--- config.mk ---
export PLATFORM = sky130hd
export DESIGN_NAME = img_line_feed_ctrl_flat
export DESIGN_NICKNAME = d
export VERILOG_FILES = /design/src/rtl/img_line_feed_ctrl_pkg.sv /design/src/rtl/img_line_feed_ctrl_if.sv /design/src/rtl/img_line_feed_ctrl_req_tracker.sv /design/src/rtl/img_line_feed_ctrl.sv /design/src/flat_wrapper.sv
export SDC_FILE = /design/constraint.sdc
export NUM_CORES = 1
export LEC_CHECK = 0
export ABC_CLOCK_PERIOD_IN_PS = 3800
export BUFFER_PORTS_ARGS = -buffer_cell sky130_fd_sc_hd__buf_2
export CORE_AREA = 4 4 75 77
export DETAILED_ROUTE_END_ITERATION = 12
export DIE_AREA = 0 0 79 81
export PLACE_DENSITY = 0.76
export REMOVE_ABC_BUFFERS = 1
export SLEW_MARGIN = 20
export SYNTH_ARGS = -nofsm -noshare
export SYNTH_HDL_FRONTEND = slang
export SYNTH_SLANG_ARGS = --single-unit
--- constraint.sdc ---
create_clock -name clk -period 3.8 [get_ports clk]
set_input_delay 0.76 -clock clk [delete_from_list [all_inputs] [get_ports clk]]
set_output_delay 0.76 -clock clk [all_outputs]
set_load 0.05 [all_outputs]
--- src/rtl/img_line_feed_ctrl_pkg.sv ---
// img_proc_pkg: shared state encoding, default geometry and counter sizing for the line feeder
package img_proc_pkg;
    typedef enum logic [2:0] {IDLE, PREFILL, WAIT_REQ, SEND_LINE, SEND_PAD, DRAIN} state_t;
    localparam int IMG_WIDTH_DEF = 512;
    localparam int IMG_HEIGHT_DEF = 512;
    localparam int DATA_W_DEF = 8;
    localparam int PEND_W = 2;
    localparam logic [PEND_W-1:0] PEND_MAX = 2'd3;
    function automatic int cnt_w(input int n);
        return $clog2(n + 1);
    endfunction
endpackage

--- src/rtl/img_line_feed_ctrl_if.sv ---
// img_line_feed_ctrl_if: upstream source, processing core and status signals of the line feeder
interface img_line_feed_ctrl_if import img_proc_pkg::*; #(parameter int DATA_W = DATA_W_DEF);
    logic              start;
    logic              src_valid;
    logic [DATA_W-1:0] src_data;
    logic              src_ready;
    logic              pixel_valid;
    logic [DATA_W-1:0] pixel_input;
    logic              pixel_request;
    logic              pixel_out_valid;
    logic              busy;
    logic              frame_done;
    logic [15:0]       line_cnt;
    logic              err_overrun;
    modport master (
        input  start, src_valid, src_data, pixel_request, pixel_out_valid,
        output src_ready, pixel_valid, pixel_input, busy, frame_done, line_cnt, err_overrun
    );
    modport slave (
        output start, src_valid, src_data, pixel_request, pixel_out_valid,
        input  src_ready, pixel_valid, pixel_input, busy, frame_done, line_cnt, err_overrun
    );
endinterface

--- src/rtl/img_line_feed_ctrl_req_tracker.sv ---
// img_req_tracker: counts pixel_request rising edges into a saturating pending count with a sticky overrun flag
module img_req_tracker import img_proc_pkg::*; (
    input  logic              clk,
    input  logic              rst,
    input  logic              en,
    input  logic              req,
    input  logic              dec,
    input  logic              clr,
    output logic [PEND_W-1:0] pending,
    output logic              overrun
);
    logic req_prev_q, req_prev_d, overrun_q, overrun_d, rise;
    logic [PEND_W-1:0] pend_q, pend_d;
    always_comb begin
        req_prev_d = req;
        rise = en & req & ~req_prev_q;
        // an edge and a consumption in the same cycle cancel out
        pend_d = clr ? '0
               : (rise && !dec && pend_q != PEND_MAX) ? pend_q + 1'b1
               : (dec && !rise) ? pend_q - 1'b1
               : pend_q;
        overrun_d = overrun_q | (rise & ~dec & ~clr & (pend_q == PEND_MAX));
    end
    always_ff @(posedge clk) begin
        if (rst) begin
            req_prev_q <= 1'b0;
            pend_q <= '0;
            overrun_q <= 1'b0;
        end else begin
            req_prev_q <= req_prev_d;
            pend_q <= pend_d;
            overrun_q <= overrun_d;
        end
    end
    assign pending = pend_q;
    assign overrun = overrun_q;
endmodule

--- src/rtl/img_line_feed_ctrl.sv ---
// img_line_feed_ctrl: prefills the core's line buffers, releases one line per request, pads, and counts outputs to frame end
module img_line_feed_ctrl import img_proc_pkg::*; #(
    parameter int IMG_WIDTH = IMG_WIDTH_DEF,
    parameter int IMG_HEIGHT = IMG_HEIGHT_DEF,
    parameter int PREFILL_LINES = 4,
    parameter int PAD_LINES = 2,
    parameter int DATA_W = DATA_W_DEF
) (
    input logic clk,
    input logic rst,
    img_line_feed_ctrl_if.master bus
);
    localparam int COL_W = $clog2(IMG_WIDTH);
    localparam int OUT_W = cnt_w(IMG_WIDTH * IMG_HEIGHT);
    localparam logic [COL_W-1:0] COL_LAST = COL_W'(IMG_WIDTH - 1);
    localparam logic [OUT_W-1:0] OUT_LAST = OUT_W'(IMG_WIDTH * IMG_HEIGHT - 1);
    state_t state_q, state_d;
    logic [COL_W-1:0] col_q, col_d;
    logic [15:0] line_q, line_d;
    logic [OUT_W-1:0] out_q, out_d;
    logic [DATA_W-1:0] pi_q, pi_d;
    logic pv_q, pv_d, frame_done_q, frame_done_d;
    logic [PEND_W-1:0] pending;
    logic accept, pad, wrap, dec;
    assign bus.src_ready = state_q inside {PREFILL, SEND_LINE};
    assign accept = bus.src_ready & bus.src_valid;
    assign pad = state_q == SEND_PAD;
    assign wrap = (accept | pad) && col_q == COL_LAST;
    assign dec = state_q == WAIT_REQ && pending != '0;
    img_req_tracker u_req (
        .clk(clk),
        .rst(rst),
        .en(state_q != IDLE),
        .req(bus.pixel_request),
        .dec(dec),
        .clr(frame_done_d),
        .pending(pending),
        .overrun(bus.err_overrun)
    );
    always_comb begin
        state_d = state_q;
        pv_d = accept | pad;
        pi_d = accept ? bus.src_data : '0;
        col_d = (accept | pad) ? (wrap ? '0 : col_q + 1'b1) : col_q;
        line_d = line_q + 16'(wrap);
        out_d = out_q + OUT_W'(state_q != IDLE && bus.pixel_out_valid);
        frame_done_d = state_q != IDLE && bus.pixel_out_valid && out_q == OUT_LAST;
        case (state_q)
            IDLE:                state_d = bus.start ? PREFILL : IDLE;
            PREFILL:             state_d = (wrap && line_q == 16'(PREFILL_LINES - 1)) ? WAIT_REQ : PREFILL;
            WAIT_REQ:            state_d = !dec ? WAIT_REQ
                                         : line_q < 16'(IMG_HEIGHT) ? SEND_LINE
                                         : line_q < 16'(IMG_HEIGHT + PAD_LINES) ? SEND_PAD
                                         : DRAIN;
            SEND_LINE, SEND_PAD: state_d = wrap ? WAIT_REQ : state_q;
            default:             state_d = state_q;
        endcase
        // the output count ends the frame from any active state, not only DRAIN
        if (frame_done_d) begin
            state_d = IDLE;
            col_d = '0;
            line_d = '0;
            out_d = '0;
        end
    end
    always_ff @(posedge clk) begin
        if (rst) begin
            state_q <= IDLE;
            col_q <= '0;
            line_q <= '0;
            out_q <= '0;
            pv_q <= 1'b0;
            pi_q <= '0;
            frame_done_q <= 1'b0;
        end else begin
            state_q <= state_d;
            col_q <= col_d;
            line_q <= line_d;
            out_q <= out_d;
            pv_q <= pv_d;
            pi_q <= pi_d;
            frame_done_q <= frame_done_d;
        end
    end
    assign bus.pixel_valid = pv_q;
    assign bus.pixel_input = pi_q;
    assign bus.busy = state_q != IDLE;
    assign bus.frame_done = frame_done_q;
    assign bus.line_cnt = line_q;
endmodule

--- src/flat_wrapper.sv ---
// flat-port wrapper written by rule: the top's interface ports become plain ports
module img_line_feed_ctrl_flat import img_proc_pkg::*;
#(
    parameter int IMG_WIDTH = IMG_WIDTH_DEF,
    parameter int IMG_HEIGHT = IMG_HEIGHT_DEF,
    parameter int PREFILL_LINES = 4,
    parameter int PAD_LINES = 2,
    parameter int DATA_W = DATA_W_DEF
)
  (clk, rst, bus_start, bus_src_valid, bus_src_data, bus_pixel_request, bus_pixel_out_valid, bus_src_ready, bus_pixel_valid, bus_pixel_input, bus_busy, bus_frame_done, bus_line_cnt, bus_err_overrun);
  img_line_feed_ctrl_if #(.DATA_W(DATA_W)) bus_i ();
  input logic clk;
  input logic rst;
  input wire logic [$bits(bus_i.start)-1:0] bus_start;
  input wire logic [$bits(bus_i.src_valid)-1:0] bus_src_valid;
  input wire logic [$bits(bus_i.src_data)-1:0] bus_src_data;
  input wire logic [$bits(bus_i.pixel_request)-1:0] bus_pixel_request;
  input wire logic [$bits(bus_i.pixel_out_valid)-1:0] bus_pixel_out_valid;
  output wire logic [$bits(bus_i.src_ready)-1:0] bus_src_ready;
  output wire logic [$bits(bus_i.pixel_valid)-1:0] bus_pixel_valid;
  output wire logic [$bits(bus_i.pixel_input)-1:0] bus_pixel_input;
  output wire logic [$bits(bus_i.busy)-1:0] bus_busy;
  output wire logic [$bits(bus_i.frame_done)-1:0] bus_frame_done;
  output wire logic [$bits(bus_i.line_cnt)-1:0] bus_line_cnt;
  output wire logic [$bits(bus_i.err_overrun)-1:0] bus_err_overrun;
  assign bus_i.start = bus_start;
  assign bus_i.src_valid = bus_src_valid;
  assign bus_i.src_data = bus_src_data;
  assign bus_i.pixel_request = bus_pixel_request;
  assign bus_i.pixel_out_valid = bus_pixel_out_valid;
  assign bus_src_ready = bus_i.src_ready;
  assign bus_pixel_valid = bus_i.pixel_valid;
  assign bus_pixel_input = bus_i.pixel_input;
  assign bus_busy = bus_i.busy;
  assign bus_frame_done = bus_i.frame_done;
  assign bus_line_cnt = bus_i.line_cnt;
  assign bus_err_overrun = bus_i.err_overrun;
  img_line_feed_ctrl #(.IMG_WIDTH(IMG_WIDTH), .IMG_HEIGHT(IMG_HEIGHT), .PREFILL_LINES(PREFILL_LINES), .PAD_LINES(PAD_LINES), .DATA_W(DATA_W)) u_core (.clk(clk), .rst(rst), .bus(bus_i));
endmodule
==> results of run 1 <==
==> kinds of logic after synthesis <==
logic type,Yosys count,share of synthesized area [%]
xor gates and xnor gates,34,11.3
AOI/OAI and AO/OA,34,8.63
buffers and inverters,19,3.36
DFF,61,46.3
adders and majority gates,6,2.84
and+or+nand+nor,148,27.6
==> cell usage after synthesis (all sizes together), types with 2 or more instances <==
| cell type | count |
|---|---|
| nor3b | 2 |
| buf | 7 |
| inv | 11 |
| a21o | 2 |
| and3 | 5 |
| nor3 | 8 |
| a211oi | 2 |
| xnor2 | 19 |
| nor2 | 53 |
| nor4b | 2 |
| nor2b | 5 |
| nand3 | 17 |
| and4 | 2 |
| nand2 | 24 |
| and2 | 9 |
| xor2 | 15 |
| o211a | 2 |
| ha | 6 |
| a21oi | 13 |
| nor4 | 5 |
| or3 | 5 |
| dfxtp | 61 |
| nand4 | 6 |
| o21ai | 7 |
==> flip-flops by register name, indices dropped and copies added, names as in the netlist <==
register / cells
u_core.state_q: 3
u_core.u_req.overrun: 1
u_core.col_q: 9
u_core.bus.frame_done: 1
u_core.bus.pixel_valid: 1
u_core.bus.pixel_input: 8
u_core.u_req.pending: 2
u_core.bus.line_cnt: 16
u_core.u_req.req_prev_q: 1
u_core.out_q: 19
==> final cells by class <==
type | instances | area [sq um]
clock buffers | 12 | 155
clock inverters | 4 | 70.1
fillers | 449 | 1890
inverters | 11 | 41.3
multi-input cells | 222 | 1330
flip-flops and latches | 61 | 1220
well taps | 70 | 87.6
repair buffers | 43 | 218
==> report_power, final <==
group	internal (W)	total [W]	switching, W
clock	0.000403	0.000640	0.000237
combinational	0.0000222	0.0000643	0.0000421
sequential	0.000646	0.000651	0.00000476
==> worst min-delay path, delay by kind of cell (launching register included) <==
kind | cells | cell delay (ns)
compound gates | 1 | 0.06
buf+inv | 1 | 0.05
flops | 1 | 0.31
==> stage by stage <==
| stage | setup WS, ns | area [sq um] |
|---|---|---|
| finish | 1.02 | 3120 |
| global route | 0.687 | 3120 |
| CTS | 1.00 | 3120 |
| detailed placement | 1.06 | 2900 |
| global placement | 1.18 | 2900 |
| floorplan | 0.772 | 2590 |
==> worst max path at each step <==
stage	startpoint	to	slack (ns)	cells past startpoint
floorplan	u_core.state_q[0]	u_core.bus.line_cnt[15]	0.77	9
global placement	u_core.col_q[0]	u_core.bus.line_cnt[15]	1.18	13
detailed placement	u_core.col_q[0]	u_core.bus.line_cnt[15]	1.06	13
CTS	u_core.col_q[0]	u_core.bus.line_cnt[15]	1.00	13
global route	u_core.col_q[0]	u_core.bus.line_cnt[15]	0.69	13
finish	u_core.col_q[0]	u_core.bus.line_cnt[15]	1.02	13
==> metal layers <==
metal	up-vias	part of all wire (%)	track usage (%)
li1	1118	-	-
met1	961	47	20.6
met2	29	49	28.3
met3	7	3.4	6.32
met4	0	1.1	5.84
met5	-	0	0
==> flow_summary.ini, run 1 <==
[worst_hold_path]
hp-start = u_core.u_req.overrun
min_path_cells = 2
hp-class = reg -> reg
hold_path_end = u_core.u_req.overrun

[synth]
synth-seq-area-share_pct = 46.3
async_flop_share_pct = 0
ys_ff_latch = 61
syn_inst = 302
synth_area_leader_cell = dfxtp_1
ys_warn_count = 0
yosys_most_used_dff = dfxtp_1
postSynthAreaPerCell_sq_um = 8.74
synthTopCellsByArea = dfxtp_1 (46%), nor2_1 (7.5%), xnor2_1 (6.3%)
synth_edf_count = 0
syn-cell-area_sq_um = 2640
yosysUniqueCellTypes = 43
yosysTopAreaCellShare_pct = 46.3

[global_route]
grt_pass1_wl_um = 8660
grt_pass1_vias = 2004
antenna_found_initial = 0
grt_usage_pct = 17.1
grt_overflow = 0
grt_max_degree = 26

[die]
die-area_sq_um = 6400
core_sq_um = 5010
top_level_ports = 43
num_rows = 26
start_util_pct = 52.7
die_height_um = 81
die_x_um = 79

[sta]
whs_ns = 0.466
worst_clock_skew_ns = 0.00875
finalCritPeriodShare_pct = 73.2
tns_ns = 0
setup_violations = 0
fmaxAchievable_ghz = 0.360
rsz0062_at_grt = no
layout_min_cycle_time_ns = 2.78
timing.max_slew.rel_slack_pct = 53.2
hold_violations = 0
slew_viol_final = 0
worst_pin_slew_ns = 0.702

[setup_path]
cp.required_ns = 4.05
startpoint_type = register
cp_slowest_cell = dfxtp_1
worstReg2RegStart = u_core.col_q[0]
cp_top_family = simple AND/OR/NAND/NOR gates
reg2regPathDepth = 13
cp_max_fo = 4
slowest_delay_ns = 0.37
worst-setup-path-type = reg -> reg
crit_chain = ha_1 > nand2_1 > nor2_1 > and3_1 > ha_1 > inv_1 > nor2_1 > ha_1 > nand3_1 > nor2b_1 > nand3_1 > or3_1 > a21oi_1
crit_buf_inv = 1
r2r-end = u_core.bus.line_cnt[15]
crit_path_end_kind = register
reg2reg_setup_slack_ns = 1.02
cp_common_cell = ha_1
cp_data_arrival_time_ns = 3.03

[route]
final_antenna_net_count = 0
vias = 2115
wl_um = 5140
vias_per_cell = 5.00
route.detailed.drc = 0
wl_per_cell_um = 12.1
drtIter0Drc = 65
dr.pass1.iters = 4

[clock_tree]
holdBufCountCts = 0
cts.path.max_buffers = 2
clock_sinks = 61
cts_buffers = 9
insertion_delay_ns = 0.33
post_cts_resized = 0
cts_tree = yes
clkSlewWorstSetupHoldPaths_ns = 0.06
cts.htree.levels = 3
post_cts_buffers = 0
root_buffer = clkbuf_8

[cells_and_area]
final_cell_mix = dfxtp_1 (61), nor2_1 (53), buf_2 (42)
layout.nets = 368
layout_commonest_cell = dfxtp_1
num_antenna_cells = 0
syn_to_final_growth_pct = 18.3
drive_above_1_share_pct = 18.1
fin_util_pct = 62.3
final-instance-count-excl-fill = 423

[placement]
placed_cells = 407
gp_congestion = 0.841
numPortBuffers = 42
dpl.hpwl_um = 3580

[power_and_ir_drop]
total_power_w = 0.00136
leakage_nw = 1.28
power_density_nw_per_um2 = 434
worst_ir_drop_vdd_uv = 343

[flow_run]
maxCapViolations = 0

[outcome]
status = finished, final reports clean
Note: power is estimated with default switching activity, not from simulation.
==> inputs of run 2 (changes only) <==
- ABC_AREA: default -> 1
- ABC_CLOCK_PERIOD_IN_PS: 3800 -> 2270
- CORE_AREA: 4 4 75 77 -> 4 4 81 83
- DIE_AREA: 0 0 79 81 -> 0 0 85 87
- PLACE_DENSITY: 0.76 -> 0.74
- clock period: 3.8 -> 2.27 ns (I/O delays scaled with it)
==> flow_summary.ini, run 2 <==
[die]
die-area_sq_um = 7400
die_height_um = 87
top_level_ports = 43
core_sq_um = 5850
die_x_um = 85
num_rows = 28
start_util_pct = 50.3

[setup_path]
slowest_delay_ns = 0.35
worst-setup-path-type = reg -> reg
cp.required_ns = 2.51
startpoint_type = register
cp_max_fo = 3
crit_chain = ha_4 > nand3_4 > nor4_4 > ha_2 > nand2_4 > inv_4 > ha_4 > buf_4 > nand4_1 > inv_1 > nand3_2 > nor2_1 > xor2_1 > nor2_1
cp_slowest_cell = dfxtp_2
crit_path_end_kind = register
cp_data_arrival_time_ns = 2.45

[synth]
synth_area_leader_cell = dfxtp_1
syn_inst = 397
syn-cell-area_sq_um = 2950
synthTopCellsByCount = nor2_1 (76), nand2_1 (72), dfxtp_1 (61), inv_1 (54), nand3_1 (26)
synthTopCellsByArea = dfxtp_1 (41%), nor2_1 (9.7%), nand2_1 (9.2%)
yosysUniqueCellTypes = 30
postSynthAreaPerCell_sq_um = 7.42
ys_warn_count = 0
ys_ff_latch = 61
synth-seq-area-share_pct = 41.5
async_flop_share_pct = 0
yosys_most_used_dff = dfxtp_1
yosysTopAreaCellShare_pct = 41.5
synth_edf_count = 0
post-synth-top-count-cell = nor2_1

[sta]
worst_clock_skew_ns = 0.00615
timing.max_slew.rel_slack_pct = 73.8
worst_pin_slew_ns = 0.391
hold_violations = 0
rsz0062_at_grt = yes
setup_violations = 0
fmaxAchievable_ghz = 0.453
layout_min_cycle_time_ns = 2.21
tns_ns = 0
slew_viol_final = 0
finalCritPeriodShare_pct = 97.3

[power_and_ir_drop]
power.share.switching_pct = 22.9
power_density_nw_per_um2 = 586
p_int_w = 0.00164
worst_ir_drop_vdd_uv = 279
p_clk_share_pct = 43.2
seq_power_share_pct = 51.0
leakage_nw = 1.59
comb_power_share_pct = 5.7
switchingPower_w = 0.000490

[global_route]
grt_max_degree = 21
grtUsageMet2_pct = 32.5
grt_overflow = 0
antenna_found_initial = 0
grtUsageMet3_pct = 3.88
grt_pass1_wl_um = 11000
grtUsageMet1_pct = 21.3
grt_busiest_layer = met2
grt_pass1_vias = 2607
grt_usage_pct = 18.5

[clock_tree]
insertion_delay_ns = 0.34
cts.path.max_buffers = 2
clock_sinks = 61
cts_buffers = 9
cts.htree.levels = 3
clkSlewWorstSetupHoldPaths_ns = 0.06
holdBufCountCts = 0
cts_tree = yes
root_buffer = clkbuf_8

[placement]
placed_cells = 524
numPortBuffers = 42
placed_area_sq_um = 3320
gp_congestion = 0.854
dpl.hpwl_um = 4460

[route]
wl_per_cell_um = 12.0
drtIter0Drc = 110
final_antenna_net_count = 0
vias = 2671
dr.pass1.iters = 4
route.detailed.drc = 0
vias_per_cell = 4.91
wl_um = 6520

[cells_and_area]
regMostFlops = u_core.out_q
seq_area_sq_um = 1220
largest_reg_flops = 19
drive_above_1_share_pct = 25.8
num-fill-cells = 503
syn_to_final_growth_pct = 23.7
design_area_sq_um = 3640
layout.nets = 486
multi_input_area_sq_um = 1560
final-instance-count-excl-fill = 544
final_cell_mix = nor2_1 (73), nand2_1 (71), dfxtp_1 (58)
layout_commonest_cell = nor2_1
num_antenna_cells = 0

[flow_run]
maxCapViolations = 0

[worst_hold_path]
hp-class = in -> reg

[outcome]
status = finished, final reports clean
==> run 2: area by class of cell <==
cell class              instances  share of cell area [%]
well taps                      75                    2.58
clock buffers                  12                    3.98
multi-input cells             276                    42.7
inverters                      55                    5.73
clock inverters                 2                   0.962
flip-flops and latches         61                    33.6
repair buffers                 63                    10.4
==> run 2: cell families (layout without fill, tap and decap cells) <==
kind of cell / after synthesis / count (layout) / share of synthesized area [%]
simple gates: 220 / 220 / 35.1
flops: 61 / 61 / 41.5
buf+inv: 60 / 132 / 9.01
compound gates: 30 / 30 / 5.90
xor+xnor: 20 / 20 / 5.95
fa+ha+maj: 6 / 6 / 2.55
==> run 2: stage by stage <==
step	worst slack, ns	hold WS [ns]	utilization (%)	power (W)
after detailed placement	-0.124	0.471	56.7	0.00123
final	0.0602	0.315	62.3	0.00213
after global placement	0.0251	0.464	56.7	0.00123
after global routing	-0.0327	0.316	62.3	0.00221
after CTS	0.00573	0.314	61.4	0.00215
after floorplan	-0.0857	0.449	-	0.00119
==> run 2: critical path, delay by kind of cell (launching register included) <==
family / cells / cell delay (ns)
simple gates: 7 / 0.74
fa+ha+maj: 3 / 0.54
flops: 1 / 0.35
buf+inv: 3 / 0.33
xor+xnor: 1 / 0.15
==> run 2: worst paths after layout <==
kind	start	to	slack [ns]	cells past startpoint
hold reg to reg	u_core.col_q[7]	u_core.col_q[7]	0.48	2
hold / removal	rst	u_core.u_req.req_prev_q	0.31	2
setup / recovery	u_core.col_q[0]	u_core.bus.line_cnt[15]	0.06	14
setup reg to reg	u_core.col_q[0]	u_core.bus.line_cnt[15]	0.06	14
==> run 2: timing repair <==
item,CTS,global route
setup endpoints to repair,6,14
pin swaps,9,7
endpoints found under the hold margin,0,0
buffers inserted,4,2
gates cloned,0,0
resized for setup,16,9
==> run 2: power by group through the flow <==
stage               registers, W  clock network [W]  logic [W]
floorplan                0.00112                  0  0.0000657
global placement         0.00111                  0   0.000119
detailed placement       0.00111                  0   0.000120
CTS                      0.00109           0.000940   0.000121
global route             0.00109           0.000987   0.000136
finish                   0.00109           0.000922   0.000123
==> run 2: metal layers <==
layer,up-vias,share of wire (%)
met5,-,0
met4,0,1.9
met3,14,4.1
met2,51,50
met1,1215,44
li1,1391,-
